**src/rtl/icache_ro_pkg.sv**
```systemverilog
// Shared definitions for the read-only instruction cache.
// Optional statistics are enabled by defining ICACHE_STATS_EN.
package icache_ro_pkg;

    typedef enum logic {
        S_IDLE   = 1'b0,
        S_REFILL = 1'b1
    } state_t;

    localparam int WORD_W = 32;
    localparam int WORDS  = 4;
    localparam int LINE_W = WORD_W * WORDS;
    localparam int MEM_AW = 28;

endpackage

```
**src/rtl/icache_tag_array.sv**
```systemverilog
// Valid, tag and line storage: one write port, combinational read by index.
// Valid bits clear on reset; a write coinciding with reset is dropped.
module icache_tag_array
    import icache_ro_pkg::*;
#(
    parameter int BLOCK_NUM = 8,
    parameter int IDX_W     = $clog2(BLOCK_NUM),
    parameter int TAG_W     = 25
) (
    input  logic              clk,
    input  logic              rst,
    input  logic              we_i,
    input  logic [IDX_W-1:0]  widx_i,
    input  logic [TAG_W-1:0]  wtag_i,
    input  logic [LINE_W-1:0] wline_i,
    input  logic [IDX_W-1:0]  ridx_i,
    output logic              rvalid_o,
    output logic [TAG_W-1:0]  rtag_o,
    output logic [LINE_W-1:0] rline_o
);

    logic [BLOCK_NUM-1:0] valid_q;
    logic [TAG_W-1:0]     tag_q  [BLOCK_NUM];
    logic [LINE_W-1:0]    line_q [BLOCK_NUM];

    always_ff @(posedge clk) begin
        if (rst) begin
            valid_q <= '0;
        end else if (we_i) begin
            valid_q[widx_i] <= 1'b1;
        end
    end

    always_ff @(posedge clk) begin
        if (we_i && !rst) begin
            tag_q[widx_i]  <= wtag_i;
            line_q[widx_i] <= wline_i;
        end
    end

    assign rvalid_o = valid_q[ridx_i];
    assign rtag_o   = tag_q[ridx_i];
    assign rline_o  = line_q[ridx_i];

endmodule

```
**src/rtl/icache_ro.sv**
```systemverilog
// Read-only direct-mapped instruction cache with whole-line refill.
// Define ICACHE_STATS_EN to add the hit_cnt/miss_cnt counters.
module icache_ro
    import icache_ro_pkg::*;
#(
    parameter int BLOCK_NUM = 8,
    parameter int ADDR_W    = 30
) (
    input  logic              clk,
    input  logic              rst,
    input  logic              proc_read,
    input  logic              proc_write,
    input  logic [ADDR_W-1:0] proc_addr,
    input  logic [31:0]       proc_wdata,
    output logic [31:0]       proc_rdata,
    output logic              proc_stall,
    output logic              mem_read,
    output logic              mem_write,
    output logic [ADDR_W-3:0] mem_addr,
    output logic [LINE_W-1:0] mem_wdata,
    input  logic [LINE_W-1:0] mem_rdata,
`ifdef ICACHE_STATS_EN
    input  logic              mem_ready,
    output logic [31:0]       hit_cnt,
    output logic [31:0]       miss_cnt
`else
    input  logic              mem_ready
`endif
);

    localparam int IDX_W = $clog2(BLOCK_NUM);
    localparam int TAG_W = ADDR_W - 2 - IDX_W;

    state_t            state_q, state_d;
    logic [ADDR_W-3:0] maddr_q, maddr_d;
    logic              mreq_q, mreq_d;

    logic [IDX_W-1:0]  idx;
    logic [TAG_W-1:0]  tag;
    logic [1:0]        woff;
    logic              rvalid;
    logic [TAG_W-1:0]  rtag;
    logic [LINE_W-1:0] rline;
    logic              hit;
    logic              we;

    assign idx  = proc_addr[IDX_W+1:2];
    assign tag  = proc_addr[ADDR_W-1:IDX_W+2];
    assign woff = proc_addr[1:0];

    icache_tag_array #(
        .BLOCK_NUM (BLOCK_NUM),
        .IDX_W     (IDX_W),
        .TAG_W     (TAG_W)
    ) u_array (
        .clk      (clk),
        .rst      (rst),
        .we_i     (we),
        .widx_i   (maddr_q[IDX_W-1:0]),
        .wtag_i   (maddr_q[ADDR_W-3:IDX_W]),
        .wline_i  (mem_rdata),
        .ridx_i   (idx),
        .rvalid_o (rvalid),
        .rtag_o   (rtag),
        .rline_o  (rline)
    );

    assign hit        = proc_read && rvalid && (rtag == tag);
    assign proc_rdata = rline[{woff, 5'd0} +: WORD_W];

    always_ff @(posedge clk) begin
        if (rst) begin
            state_q <= S_IDLE;
            maddr_q <= '0;
            mreq_q  <= 1'b0;
        end else begin
            state_q <= state_d;
            maddr_q <= maddr_d;
            mreq_q  <= mreq_d;
        end
    end

    always_comb begin
        state_d = state_q;
        maddr_d = maddr_q;
        mreq_d  = mreq_q;
        unique case (state_q)
            S_IDLE: begin
                if (proc_read && !hit) begin
                    state_d = S_REFILL;
                    maddr_d = proc_addr[ADDR_W-1:2];
                    mreq_d  = 1'b1;
                end
            end
            S_REFILL: begin
                // The latched line always completes, whatever proc_addr does meanwhile.
                if (mem_ready) begin
                    state_d = S_IDLE;
                    mreq_d  = 1'b0;
                end
            end
            default: begin
                state_d = S_IDLE;
                mreq_d  = 1'b0;
            end
        endcase
    end

    always_comb begin
        proc_stall = 1'b0;
        we         = 1'b0;
        unique case (state_q)
            S_IDLE:   proc_stall = proc_read && !hit;
            S_REFILL: begin
                proc_stall = 1'b1;
                we         = mem_ready;
            end
            default:  proc_stall = 1'b0;
        endcase
    end

    assign mem_read  = mreq_q;
    assign mem_addr  = maddr_q;
    assign mem_write = 1'b0;
    assign mem_wdata = '0;

`ifdef ICACHE_STATS_EN
    logic [31:0] hit_cnt_q, miss_cnt_q;

    always_ff @(posedge clk) begin
        if (rst) begin
            hit_cnt_q  <= '0;
            miss_cnt_q <= '0;
        end else begin
            if (state_q == S_IDLE && hit) begin
                hit_cnt_q <= hit_cnt_q + 32'd1;
            end
            if (state_q == S_IDLE && state_d == S_REFILL) begin
                miss_cnt_q <= miss_cnt_q + 32'd1;
            end
        end
    end

    assign hit_cnt  = hit_cnt_q;
    assign miss_cnt = miss_cnt_q;
`endif

    // Write-side inputs have no effect on a read-only cache.
    logic unused_ok;
    assign unused_ok = ^{proc_write, proc_wdata};

endmodule
```
**config.mk**
```make
export PLATFORM = sky130hd
export DESIGN_NAME = icache_ro
export DESIGN_NICKNAME = d
export VERILOG_FILES = /design/src/rtl/icache_ro_pkg.sv /design/src/rtl/icache_tag_array.sv /design/src/rtl/icache_ro.sv
export SDC_FILE = /design/constraint.sdc
export NUM_CORES = 1
export LEC_CHECK = 0
export CORE_MARGIN = 1
export CORE_UTILIZATION = 58
export CTS_CLUSTER_DIAMETER = 150
export DETAILED_ROUTE_END_ITERATION = 7
export PLACE_DENSITY = 0.78
export SKIP_LAST_GASP = 1
export SYNTH_ARGS = -nofsm -noshare
export SYNTH_HDL_FRONTEND = slang
export SYNTH_SLANG_ARGS = --single-unit
```
**constraint.sdc**
```tcl
create_clock -name clk -period 19.05 [get_ports clk]
set_input_delay 2.8575 -clock clk [delete_from_list [all_inputs] [get_ports clk]]
set_output_delay 2.8575 -clock clk [all_outputs]
set_load 0.05 [all_outputs]
```
==> impl_metrics.tcl, run 1 <==
set metrics [dict create \
    crit_type "input pin to output port" \
    rsz0062_at_grt "false" \
    post-dp-hpwl_mm 52.6 \
    seq_area_frac_synth_pct 76.3 \
    maxSlewViolCount 0 \
    reg2reg_to "u_array.line_q[0][50]" \
    grt_busiest_layer "met2" \
    p_leak_nw 18.1 \
    cts_max_level 3 \
    peakVddDrop_uv 97.6 \
    fin_area_um2 56100 \
    numCtsBuffers 120 \
    nNetsFinal 2606 \
    cp.arrival_ns 7.62 \
    grt_pass1_wl_mm 148 \
    yosysTopAreaCell "edfxtp_1" \
    synth_compound_area_share_pct 0.649 \
    met3_usage_pct 4.76 \
    avgViaCountPerCell 5.95 \
    holdPathEnd "u_array.valid_q[4]" \
    totalWireLength_mm 100 \
    cp-end-kind "output port" \
    use_met1_pct 29.7 \
    synth.avg_cell_area_um2 22.9 \
    drc 0 \
    skew_ns 0.0433 \
    r2r_slack_ns 15.83 \
    syn_area_um2 49100 \
    dr.pass1.iters 5 \
    gp_congestion 0.778 \
    grt_max_degree 116 \
    synth_warnings 0 \
    min_path_type "register to register" \
    netlist_instances 2142 \
    cts_resized 0 \
    synth_most_common_cell "edfxtp_1" \
    drive_gt1_share_pct 24.3 \
    r2r-start "state_q" \
    crit_path_start_kind "input pin" \
    core-area_um2 83700 \
    root_buffer "clkbuf_16" \
    synth_edf_count 1224 \
    dpl_cell_area_um2 52100 \
    crit_path_start "proc_addr[4]" \
    crit_path_max_fanout 49 \
    drtIter0Drc 1671 \
    finalCritPeriodShare_pct 55.0 \
    max_freq_mhz 95.5 \
    start_util_pct 58.7 \
    synth-simple-area-share_pct 1.01 \
    clkSinkCount 1262 \
    final_antenna_net_count 0 \
    setup-tns-final_ns 0 \
    grt.total_usage_pct 23.7 \
    hp-start "u_array.valid_q[4]" \
    synth_fa_ha_area_share_pct 0 \
    rows 106 \
    clk_path_buf_depth 3 \
    yosysTopAreaCellShare_pct 74.8 \
    dr_total_vias 21800 \
    die_y_um 293 \
    nFillCells 5119 \
    ys_ff_latch 1262 \
    grt_pass1_vias 23100 \
    clk_pin_slew_ns 0.06 \
    required_ns 16.19 \
    synthFlopType "edfxtp_1" \
    synth_top_family_by_area "multiplexers" \
    setup_viol_count_final 0 \
    total_power_mw 5.82 \
    ys_top_cells_by_area "edfxtp_1, mux4_2, buf_4" \
    clk_latency_ns 0.68 \
    whs_ns 0.456 \
    relSlewSlack_pct 27.5 \
    hold_viol 0 \
    worst_slew_pin_slew_ns 1.09 \
    rr_worst_depth 5 \
    gr-total-overflow 0 \
    max_cap_violations 0 \
    io_buffers 223 \
    cts_tree "built" \
    die_x_um 293 \
    synthArstFlopShare_pct 0 \
    ys_top_cells_by_count "edfxtp_1, mux4_2, buf_4" \
    syn2layout_area_growth_pct 14.1 \
    antenna_found_initial 18 \
    gr-usage-met2_pct 41.9 \
    pwr_density_cell_nw_per_um2 104 \
    top_level_ports 386 \
    synthMuxAreaShare_pct 18.4 \
    dieArea_um2 85900 \
    post-route-util_pct 67.0 \
    post_cts_buffers 0 \
    post-route-min-period_ns 10.48 \
    synth_xor_area_share_pct 0.446 \
    holdPathStages 1 \
    cts_hold_buf 0 \
    ys_types 36 \
    wl_per_cell_um 27.5 \
    status "finished clean" \
]
worst max-delay path by stage:
stage	slack (ns)	endpoint	cells past startpoint
finish	8.57	proc_stall	12
detailed placement	8.52	proc_stall	12
global placement	8.55	proc_stall	12
global route	8.31	proc_stall	12
CTS	8.46	proc_stall	12
floorplan	4.55	u_array.line_q[0][0]	3
through the flow:
step                      setup slack, ns  std cells
final                                8.57       3655
after global routing                 8.31       3653
after CTS                            8.46       3651
after detailed placement             8.52       3423
after global placement               8.55       3423
after floorplan                      4.55       2270
where the power goes:
group | switching [mW] | internal [mW] | total, mW | leakage [nW]
combinational | 0.246 | 0.152 | 0.398 | 4.73
sequential | 0.0130 | 3.06 | 3.07 | 11.5
clock | 0.991 | 1.36 | 2.35 | 1.95
total | 1.25 | 4.57 | 5.82 | 18.1
registers in the layout, indices dropped and copies added (netlist names):
signal           count
mem_read             1
state_q              1
u_array.tag_q      200
mem_addr            28
u_array.valid_q      8
u_array.line_q    1024
layer usage:
layer	part of all wire, %	vias up	wire (um)
li1	-	9250	-
met1	37	11500	37500
met2	53	753	53700
met3	6.5	186	6550
met4	2.6	28	2640
met5	0.16	-	161
cells in the final DEF (no fill, tap or decap), drive strengths merged:
master | synthesis | routed
or3 | 1 | 1
edfxtp | 1224 | 1224
o21a | 2 | 2
a22o | 3 | 3
nand3 | 1 | 1
a31oi | 1 | 1
conb | 1 | 129
a21oi | 4 | 4
dfxtp | 38 | 38
nand4 | 6 | 6
nor2b | 10 | 10
inv | 1 | 4
a21o | 9 | 9
clkbuf | 34 | 152
diode | 0 | 4
xnor2 | 6 | 6
nand2b | 5 | 5
buf | 200 | 34
xor2 | 19 | 19
nand2 | 71 | 71
a221o | 1 | 1
nor2 | 10 | 10
bufinv | 0 | 12
nor4 | 1 | 1
mux2i | 84 | 84
clkinv | 0 | 57
and2 | 3 | 3
clkdlybuf4s50 | 0 | 218
o22ai | 2 | 2
nor3 | 3 | 3
a22oi | 16 | 16
mux4 | 346 | 346
a221oi | 4 | 4
mux2 | 36 | 36
clkinvlp | 0 | 5
worst max-delay path: stages:
cell,delay [ns]
clkbuf_8,0.47
buf_4,0.93
buf_4,0.71
mux2i_1,0.17
a22o_1,0.26
a221oi_1,0.34
xnor2_1,0.20
nand2_1,0.12
nor4_2,0.47
nand3_1,0.13
a21o_1,0.20
clkdlybuf4s50_1,0.70
final cells by class:
class / instances / area (um^2) / area share [%]
inverters: 1 / 3.75 / 0.00669
clock buffers: 151 / 3220 / 5.75
flip-flops and latches: 1262 / 37500 / 66.9
clock inverters: 77 / 737 / 1.31
well taps: 1134 / 1420 / 2.53
multi-input cells: 773 / 10600 / 18.9
diodes: 4 / 10.0 / 0.0179
repair buffers: 253 / 2540 / 4.53
cells by family after synthesis:
group	count (synthesis)
xor gates and xnor gates	25
buffers and inverters	235
other	1
and+or+nand+nor	111
AOI/OAI and AO/OA	42
muxes	466
DFF	1262
Note: power is estimated with default switching activity, not from simulation.
==> run 2: changes to the inputs <==
- clock period: 19.05 -> 10 ns (I/O delays scaled with it)
==> impl_metrics.tcl, run 2 (synthesis gave the netlist of run 1 again) <==
set metrics [dict create \
    start_util_pct 58.7 \
    peakVddDrop_uv 160 \
    largest_reg_flops 1024 \
    clk_pin_slew_ns 0.06 \
    layout_common_cells "edfxtp_1, mux4_2, clkdlybuf4s50_1, conb_1, clkbuf_16" \
    crit_slowest_cell "clkdlybuf4s50_1" \
    relSlewSlack_pct 23.1 \
    dr.pass1.iters 5 \
    syn2layout_area_growth_pct 14.5 \
    cts_tree "built" \
    maxSlewViolCount 0 \
    cts_hold_buf 0 \
    antenna_found_initial 16 \
    avgViaCountPerCell 6.00 \
    post-dp-hpwl_mm 52.1 \
    cp-end-kind "output port" \
    dr_total_vias 21900 \
    drive_gt1_share_pct 24.2 \
    gp_congestion 0.747 \
    top_register "u_array.line_q" \
    rsz0062_at_grt "false" \
    pwr_density_cell_nw_per_um2 200 \
    setup-tns-final_ns 0 \
    worst_path_most_repeated_cell "mux4_2" \
    numCtsBuffers 120 \
    wl_per_cell_um 27.6 \
    nNetsFinal 2605 \
    drc 0 \
    grt_max_degree 141 \
    pre_cts_slack_ns 3.17 \
    finalCritPeriodShare_pct 67.9 \
    top_level_ports 386 \
    max_cap_violations 0 \
    p_leak_nw 18.2 \
    root_buffer "clkbuf_16" \
    io_buffers 223 \
    worst_slew_pin_slew_ns 1.15 \
    post-route-util_pct 67.2 \
    total_power_mw 11.3 \
    clkSinkCount 1262 \
    gr-total-overflow 0 \
    clk_path_buf_depth 3 \
    required_ns 8.50 \
    final_common_cell "edfxtp_1" \
    skew_ns 0.0299 \
    cp.arrival_ns 5.29 \
    cp_top_family "buffers and inverters" \
    setup_viol_count_final 0 \
    post-route-min-period_ns 6.79 \
    crit_type "input pin to output port" \
    grt_pass1_vias 23400 \
    grt_pass1_wl_mm 149 \
    clk_latency_ns 0.70 \
    totalWireLength_mm 101 \
    status "finished clean" \
    dpl_cell_area_um2 52200 \
    final_antenna_net_count 0 \
    min_path_type "register to register" \
    grt.total_usage_pct 23.8 \
    max_stage_delay_ns 0.79 \
    cts_resized 0 \
    crit_path_max_fanout 92 \
    fin_ws_ns 3.21 \
    cts_max_level 3 \
    max_freq_mhz 147 \
    hold_viol 0 \
    nFillCells 5126 \
    post_cts_buffers 0 \
    rows 106 \
    fin_area_um2 56300 \
    dieArea_um2 85900 \
    core-area_um2 83700 \
    drtIter0Drc 1722 \
    critPathBufInv 3 \
    crit_path_start_kind "input pin" \
    path_cells "buf_8 -> buf_4 -> mux4_2 -> mux4_2 -> mux2_2 -> clkdlybuf4s50_1" \
    die_y_um 293 \
    die_x_um 293 \
]
==> run 2: power by group <==
group | switching, mW | internal [mW]
sequential | 0.0247 | 5.83
clock | 1.90 | 2.74
combinational | 0.467 | 0.290
==> run 2: path summary, 6_finish.rpt <==
path / start / endpoint / slack, ns / cells past startpoint
setup / recovery: proc_addr[2] / proc_rdata[14] / 3.21 / 6
hold / removal: u_array.valid_q[4] / u_array.valid_q[4] / 0.45 / 1
setup reg to reg: state_q / u_array.line_q[6][22] / 6.63 / 5
hold reg to reg: u_array.valid_q[4] / u_array.valid_q[4] / 0.45 / 1
==> run 2: layer usage <==
layer	global-route usage (%)	up-vias	share of wire, %
met2	41.9	703	54
met4	6.45	28	2.0
met5	0	-	0.18
met1	30.3	11700	38
met3	4.70	164	6.2
li1	-	9261	-
==> run 2: per-stage QoR <==
step	instances	hold WS, ns
finish	3649	0.449
global route	3648	0.470
floorplan	2270	0.421
detailed placement	3422	0.440
CTS	3647	0.457
global placement	3422	0.427
==> run 2: final cells by class <==
class                           instances  area, um^2  share of cell area, %
Sequential cell                      1262       37500                   66.7
Clock buffer                          146        3120                   5.55
Multi-Input combinational cell        773       10600                   18.9
Inverter                                1        3.75                0.00667
Timing Repair Buffer                  252        2580                   4.59
Antenna cell                            2        5.00                0.00890
Tap cell                             1134        1420                   2.52
Clock inverter                         79         973                   1.73
==> run 3: changes to the inputs <==
- clock period: 10 -> 6.6 ns (I/O delays scaled with it)
==> impl_metrics.tcl, run 3 (synthesis gave the netlist of run 1 again) <==
set metrics [dict create \
    setup-tns-final_ns 0 \
    dr_total_vias 21800 \
    grt_max_degree 127 \
    avgViaCountPerCell 5.97 \
    finalCritPeriodShare_pct 82.5 \
    post-route-min-period_ns 5.45 \
    start_util_pct 58.7 \
    holdPathStages 1 \
    regArea_um2 37500 \
    io_buffers 223 \
    grt_busiest_layer "met2" \
    cp-end-kind "output port" \
    antenna_found_initial 10 \
    clk_path_buf_depth 3 \
    maxSlewViolCount 0 \
    peakVddDrop_uv 278 \
    required_ns 5.61 \
    status "finished clean" \
    root_buffer "clkbuf_16" \
    cts_max_level 3 \
    drc 0 \
    nNetsFinal 2615 \
    top_level_ports 386 \
    r2r-start "u_array.tag_q[5][2]" \
    clkSinkCount 1262 \
    rr_worst_depth 9 \
    grt_pass1_vias 23200 \
    final_antenna_net_count 0 \
    post-dp-hpwl_mm 53.3 \
    largest_reg_flops 1024 \
    gr-usage-met2_pct 41.7 \
    post_cts_buffers 0 \
    skew_ns 0.0376 \
    syn2layout_area_growth_pct 14.9 \
    gr-total-overflow 0 \
    top_register "u_array.line_q" \
    hp-start "u_array.valid_q[4]" \
    multiInputGateArea_um2 10600 \
    met3_usage_pct 4.18 \
    die_x_um 293 \
    wl_per_cell_um 27.2 \
    rows 106 \
    grt.total_usage_pct 23.6 \
    final_common_cell "edfxtp_1" \
    fin_area_um2 56500 \
    grt_pass1_wl_mm 148 \
    crit_type "input pin to output port" \
    use_met1_pct 30.1 \
    cts_tree "built" \
    crit_path_start "proc_addr[3]" \
    worst_slew_pin_slew_ns 1.10 \
    max_cap_violations 0 \
    relSlewSlack_pct 26.8 \
    pwr_density_cell_nw_per_um2 301 \
    clk_latency_ns 0.68 \
    cts_hold_buf 0 \
    core-area_um2 83700 \
    clk_pin_slew_ns 0.06 \
    p_leak_nw 18.3 \
    totalWireLength_mm 99.6 \
    drtIter0Drc 1931 \
    dpl_cell_area_um2 52400 \
    drive_gt1_share_pct 24.5 \
    setup_viol_count_final 0 \
    nFillCells 5059 \
    max_freq_mhz 184 \
    die_y_um 293 \
    min_path_type "register to register" \
    crit_path_max_fanout 73 \
    crit_path_start_kind "input pin" \
    hold_viol 0 \
    whs_ns 0.448 \
    total_power_mw 17.0 \
    gp_congestion 0.777 \
    layout_common_cells "edfxtp_1, mux4_2, clkdlybuf4s50_1, conb_1, clkbuf_16" \
    dieArea_um2 85900 \
    dr.pass1.iters 5 \
    cts_resized 0 \
    numCtsBuffers 119 \
    rsz0062_at_grt "false" \
    cp.arrival_ns 4.46 \
]
## run 3: cell types whose count changed in the layout (fill, tap and decap cells not counted), moves of 2 or more
cell       before  now
buf_12         10   20
diode_2         2    5
clkinv_2       27   25
bufinv_16      20   18
## run 3: per-stage QoR
stage / worst slack [ns] / util (%) / std cells
6_report: 1.15 / 67.5 / 3662
5_1_grt: 0.962 / 67.5 / 3658
4_1_cts: 1.12 / 67.4 / 3657
3_5_place_dp: 1.14 / 62.6 / 3433
3_3_place_gp: 1.15 / 62.6 / 3433
2_1_floorplan: -1.90 / - / 2270
## run 3: final cells by class
type / instances / share of cell area, %
Antenna cell: 5 / 0.0222
Clock buffer: 148 / 5.58
Clock inverter: 76 / 1.65
Inverter: 1 / 0.00665
Multi-Input combinational cell: 773 / 18.8
Sequential cell: 1262 / 66.4
Tap cell: 1134 / 2.51
Timing Repair Buffer: 263 / 4.94
## run 3: path summary, 6_finish.rpt
path / slack [ns] / endpoint
setup / recovery: 1.15 / proc_stall
hold / removal: 0.45 / u_array.valid_q[4]
setup reg to reg: 3.62 / mem_addr[16]
hold reg to reg: 0.45 / u_array.valid_q[4]
## run 3: power by group
part           switching, mW  internal, mW  total (mW)
clock network           2.88          4.11        6.99
registers             0.0381          8.83        8.87
logic                  0.710         0.443        1.15
total                   3.63          13.4        17.0
## run 3: layer usage
layer,up-vias,share of wire [%]
met5,-,0.10
met3,181,6.5
met1,11600,37
li1,9269,-
met2,793,54
met4,16,2.7
## run 3: critical path, stage by stage
cell and delay (ns):
buf_8 0.51, buf_4 0.58, nor2_1 0.13, a221oi_1 0.35, xnor2_1 0.19, nand4_1 0.14
nor3_2 0.40, nand3_1 0.15, a21o_1 0.20, clkdlybuf4s50_1 0.69
